--- config.mk ---
export PLATFORM = sky130hd
export DESIGN_NAME = dii_packet_buffer
export DESIGN_NICKNAME = d
export VERILOG_FILES = /design/src/rtl/dii_buffer_pkg.sv /design/src/rtl/dii_packet_buffer_mem.sv /design/src/rtl/dii_packet_buffer.sv
export SDC_FILE = /design/constraint.sdc
export NUM_CORES = 1
export LEC_CHECK = 0
export BUFFER_PORTS_ARGS = -buffer_cell sky130_fd_sc_hd__buf_2
export CAP_MARGIN = 5
export CORE_MARGIN = 2
export CORE_UTILIZATION = 41
export DETAILED_ROUTE_END_ITERATION = 10
export PLACE_DENSITY = 0.68
export SYNTH_ARGS = -nofsm -noshare
export SYNTH_HDL_FRONTEND = slang
export SYNTH_SLANG_ARGS = --single-unit
--- constraint.sdc ---
create_clock -name clk -period 5.4 [get_ports clk]
set_input_delay 1.62 -clock clk [delete_from_list [all_inputs] [get_ports clk]]
set_output_delay 1.62 -clock clk [all_outputs]
set_load 0.02 [all_outputs]
--- src/rtl/dii_buffer_pkg.sv ---
// Shared types and helpers for the DII packet buffer: flit layout and modulo pointer increment.
package dii_buffer_pkg;

  localparam int FLIT_WIDTH = 16;

  typedef struct packed {
    logic [FLIT_WIDTH-1:0] data;
    logic                  first;
    logic                  last;
  } flit_t;

  // Explicit wrap so depths that are not a power of two still cycle correctly.
  function automatic int ptr_inc(input int ptr, input int depth);
    return (ptr == depth - 1) ? 0 : ptr + 1;
  endfunction

endpackage

--- src/rtl/dii_packet_buffer_mem.sv ---
// Flit storage for the DII packet buffer: DEPTH x DW register array, one write port, async read.
module dii_packet_buffer_mem #(
  parameter int DW    = 18,
  parameter int DEPTH = 8,
  parameter int AW    = $clog2(DEPTH)
) (
  input  logic          i_clk,
  input  logic          i_we,
  input  logic [AW-1:0] i_waddr,
  input  logic [DW-1:0] i_wdata,
  input  logic [AW-1:0] i_raddr,
  output logic [DW-1:0] o_rdata
);

  logic [DW-1:0] r_mem [DEPTH];

  always_ff @(posedge i_clk) begin
    if (i_we) r_mem[i_waddr] <= i_wdata;
  end

  assign o_rdata = r_mem[i_raddr];

endmodule

--- src/rtl/dii_packet_buffer.sv ---
// Circular DII flit buffer with fill/packet counters and optional store-and-forward mode.
// Optional almost_full output enabled by DII_PACKET_BUFFER_ALMOST_FULL_EN.
module dii_packet_buffer
  import dii_buffer_pkg::*;
#(
  parameter int WIDTH        = 16,
  parameter int DEPTH        = 8,
  parameter int FULLPACKET   = 0,
  parameter int AFULL_THRESH = DEPTH - 2
) (
  input  logic                       clk,
  input  logic                       rst,
  input  logic [WIDTH-1:0]           in_data,
  input  logic                       in_first,
  input  logic                       in_last,
  input  logic                       in_valid,
  output logic                       in_ready,
  output logic [WIDTH-1:0]           out_data,
  output logic                       out_first,
  output logic                       out_last,
  output logic                       out_valid,
  input  logic                       out_ready,
  output logic [$clog2(DEPTH+1)-1:0] fill_level,
  output logic [$clog2(DEPTH+1)-1:0] packet_count
`ifdef DII_PACKET_BUFFER_ALMOST_FULL_EN
  ,
  output logic                       almost_full
`endif
);

  localparam int PW = $clog2(DEPTH);
  localparam int CW = $clog2(DEPTH + 1);
  localparam logic [CW-1:0] FULL_C = CW'(DEPTH);

  logic [PW-1:0]      r_rd_ptr;
  logic [PW-1:0]      r_wr_ptr;
  logic [CW-1:0]      r_fill;
  logic [CW-1:0]      r_pkt;
  logic               r_in_progress;
  logic [CW-1:0]      w_fill_next;
  logic [CW-1:0]      w_pkt_next;
  logic               w_push;
  logic               w_pop;
  logic               w_pkt_inc;
  logic               w_pkt_dec;
  logic [WIDTH+1:0]   w_rdata;

  dii_packet_buffer_mem #(
    .DW   (WIDTH + 2),
    .DEPTH(DEPTH),
    .AW   (PW)
  ) u_mem (
    .i_clk  (clk),
    .i_we   (w_push),
    .i_waddr(r_wr_ptr),
    .i_wdata({in_data, in_first, in_last}),
    .i_raddr(r_rd_ptr),
    .o_rdata(w_rdata)
  );

  assign in_ready     = (r_fill != FULL_C);
  assign w_push       = in_valid & in_ready;
  assign w_pop        = out_valid & out_ready;
  assign w_pkt_inc    = w_push & in_last;
  assign w_pkt_dec    = w_pop & out_last;
  assign out_data     = w_rdata[WIDTH+1:2];
  assign out_first    = w_rdata[1];
  assign out_last     = w_rdata[0];
  assign fill_level   = r_fill;
  assign packet_count = r_pkt;

  generate
    if (FULLPACKET != 0) begin : g_fullpacket
      // Full buffer forces cut-through so an oversized packet cannot deadlock.
      assign out_valid = (r_fill != '0) &
                         ((r_pkt != '0) | r_in_progress | (r_fill == FULL_C));
    end else begin : g_stream
      assign out_valid = (r_fill != '0);
    end
  endgenerate

  always_comb begin
    w_fill_next = r_fill;
    case ({w_push, w_pop})
      2'b10:   w_fill_next = r_fill + 1'b1;
      2'b01:   w_fill_next = r_fill - 1'b1;
      default: w_fill_next = r_fill;
    endcase
  end

  always_comb begin
    w_pkt_next = r_pkt;
    case ({w_pkt_inc, w_pkt_dec})
      2'b10:   w_pkt_next = r_pkt + 1'b1;
      2'b01:   w_pkt_next = r_pkt - 1'b1;
      default: w_pkt_next = r_pkt;
    endcase
  end

  always_ff @(posedge clk or posedge rst) begin
    if (rst) begin
      r_rd_ptr      <= '0;
      r_wr_ptr      <= '0;
      r_fill        <= '0;
      r_pkt         <= '0;
      r_in_progress <= 1'b0;
    end else begin
      if (w_push) r_wr_ptr <= PW'(ptr_inc(32'(r_wr_ptr), DEPTH));
      if (w_pop) begin
        r_rd_ptr      <= PW'(ptr_inc(32'(r_rd_ptr), DEPTH));
        r_in_progress <= ~out_last;
      end
      r_fill <= w_fill_next;
      r_pkt  <= w_pkt_next;
    end
  end

`ifdef DII_PACKET_BUFFER_ALMOST_FULL_EN
  localparam logic [CW-1:0] AFULL_C = CW'(AFULL_THRESH);
  logic r_almost_full;

  always_ff @(posedge clk or posedge rst) begin
    if (rst) r_almost_full <= 1'b0;
    else     r_almost_full <= (w_fill_next >= AFULL_C);
  end

  assign almost_full = r_almost_full;
`endif

endmodule

==> results.py <==
metrics = {
    "clock_network": {
        "clock_path_buffers": 2,
        "cts_setup_buffers": 0,
        "clk_pin_slew_ns": 0.06,
        "cts_tree": "built",
        "cts-buffers-inserted": 17,
        "ctsResizeCount": 0,
        "htreeDepth": 4,
        "cts.sinks": 158,
        "root_buffer": "clkbuf_16",
        "hold_buffers": 0,
        "clock_latency_ns": 0.41,
    },
    "yosys": {
        "synth-warning-count": 0,
        "seq_area_frac_synth_pct": 71.7,
        "avgSynthCellArea_um2": 21.0,
        "synthTopCellsByCount": "144 x edfxtp_1, 22 x mux4_1, 21 x mux2_2, 14 x dfrtp_1, 14 x mux4_2",
        "synthCells": 310,
        "synth-edff-count": 144,
        "yosysMostFrequentCell": "edfxtp_1",
        "synth_ff_type": "edfxtp_1",
        "synth_area_leaders": "edfxtp_1 66%, mux4_1 8.9%, dfrtp_1 5.4%",
        "synth_area_mm2": 0.00652,
        "ys_ff_latch": 158,
        "yosysTopAreaCellShare_pct": 66.3,
        "synthArstFlopShare_pct": 8.86,
        "yosysUniqueCellTypes": 37,
        "syn-num-nets": 344,
        "yosys.area.top_type": "edfxtp_1",
    },
    "sta": {
        "fin_crit_sh_pct": 79.4,
        "tns_ns": 0,
        "setup_viol": 0,
        "maxSlewHeadroom_pct": 39.5,
        "holdWs_ns": 0.552,
        "hold_viol": 0,
        "setup_ws_ns": 1.11,
        "worst_pin_slew_ns": 0.900,
        "fin_crit_ns": 4.29,
        "rsz0062_at_grt": "false",
        "drv_slew": 0,
        "skew_ns": 0.0130,
        "timing.fmax_mhz": 233,
    },
    "place": {
        "finalWeightedCongestion": 0.732,
        "hpwl_um": 6820,
        "pre_cts_ws_ns": 1.47,
        "dp_cells": 573,
        "post_dp_cell_area_mm2": 0.00706,
        "io_buffers": 49,
    },
    "job": {
        "timing.max_cap.violations": 0,
    },
    "routing": {
        "drcViolationCount": 0,
        "drt-pass1-iter-count": 4,
        "drt_iter0_drc": 253,
        "ant_nets": 0,
        "vias": 3116,
        "avgViaCountPerCell": 5.15,
        "routed_wl_um": 11400,
        "avgRoutedWirePerCell_um": 18.8,
    },
    "power_and_ir_drop": {
        "p_leak_nw": 2.66,
        "power_density_mw_per_mm2": 552,
        "finalPower_mw": 4.21,
        "peakVddDrop_v": 0.000282,
    },
    "worst_setup_path": {
        "startpoint_type": "register",
        "end_kind": "output pin",
        "crit_required_ns": 3.78,
        "cp.arrival_ns": 2.67,
        "critPathKind": "register to output pin",
        "critPathMaxFanout": 27,
    },
    "global_route": {
        "grt_max_degree": 28,
        "grt_pass1_wl_um": 17500,
        "grt_pass1_vias": 3217,
        "grt_use_total_pct": 14.5,
        "met1_usage_pct": 17.6,
        "antenna_found_initial": 0,
        "busiest_layer": "met2",
        "globalRouteMet3Util_pct": 3.94,
        "grt.overflow.total": 0,
        "grt_util_met2_pct": 24.9,
    },
    "die": {
        "die_h_um": 130,
        "die_w_um": 130,
        "num_rows": 46,
        "die-area_mm2": 0.0169,
        "io-pin-count": 50,
        "initial_core_util_pct": 41.5,
        "fp.coreArea_mm2": 0.0157,
    },
    "final_layout": {
        "fin_nets": 410,
        "area_growth_syn_to_layout_pct": 17.0,
        "fin_area_mm2": 0.00763,
        "final_layout_size_suffix_gt1_share_pct": 34.4,
        "final_util_pct": 48.6,
        "fin_cells": 605,
        "n_antenna_cell": 0,
        "fill_cells": 1294,
    },
    "outcome": {
        "outcome": "completed",
    },
    "worst_hold_path": {
        "holdCritPathClass": "register to register",
    },
}
cell usage in the layout, fill, tap and decap left out, types with 4 or more instances in the layout:
master and count:
mux4_1 22, mux4_2 14, inv_1 10, ha_1 10
buf_4 11, dfrtp_1 13, nor3b_1 5, clkbuf_16 17
mux2_2 21, nand3_1 5, nor3_2 4, edfxtp_1 144
a21oi_1 4, nor2_1 5, buf_2 49, nand2_1 4
state kept, by name, indices dropped and copies added (netlist names):
register / count
r_wr_ptr: 3
r_rd_ptr: 3
u_mem.r_mem: 144
fill_level: 4
packet_count: 4
critical path, cell delays in order (launching register included):
cell and delay (ns):
dfrtp_2 0.88, buf_4 0.36, mux4_1 0.57, mux2_2 0.27, buf_2 0.16
kinds of logic (layout without fill, tap and decap cells):
kind of cell	after synthesis	count (layout)	synth area share, %
and+or+nand+nor	36	36	3.41
muxes	62	62	18.1
xor gates and xnor gates	4	4	0.537
AOI/OAI and AO/OA	15	15	1.75
buffers and inverters	23	102	1.98
adders and majority gates	12	12	2.53
DFF	158	158	71.7
layer usage:
| metal | share of wire (%) | up-vias |
|---|---|---|
| li1 | - | 1425 |
| met5 | 0 | - |
| met4 | 0.95 | 0 |
| met3 | 3.8 | 10 |
| met2 | 52 | 77 |
| met1 | 43 | 1604 |
power by group:
| group | internal (mW) | total [mW] | leakage (nW) | switching (mW) |
|---|---|---|---|---|
| sequential | 1.56 | 1.74 | 1.47 | 0.177 |
| clock | 0.680 | 1.13 | 0.280 | 0.446 |
| combinational | 0.634 | 1.35 | 0.910 | 0.711 |
| total | 2.88 | 4.21 | 2.66 | 1.33 |
cell type report:
| class | instances | area, µm² | area share [%] |
|---|---|---|---|
| tap | 216 | 270 | 3.54 |
| inverter | 10 | 37.5 | 0.492 |
| clock buffer | 18 | 429 | 5.62 |
| timing repair buffer | 60 | 328 | 4.30 |
| multi-input combinational | 129 | 1750 | 22.9 |
| sequential | 158 | 4680 | 61.3 |
| clock inverter | 14 | 143 | 1.87 |
path summary, 6_finish.rpt:
check / start / end / slack [ns] / depth (start not counted)
min in group asynchronous: rst / fill_level[3] / 1.25 / 2
max in group asynchronous: rst / r_rd_ptr[0] / 3.74 / 2
worst min register to register: packet_count[0] / packet_count[0] / 0.55 / 1
worst max-delay path: r_rd_ptr[0] / out_first / 1.11 / 4
worst max register to register: r_rd_ptr[1] / packet_count[3] / 1.80 / 8
worst min-delay path: packet_count[0] / packet_count[0] / 0.55 / 1
Power figures use the tool's default switching activity.
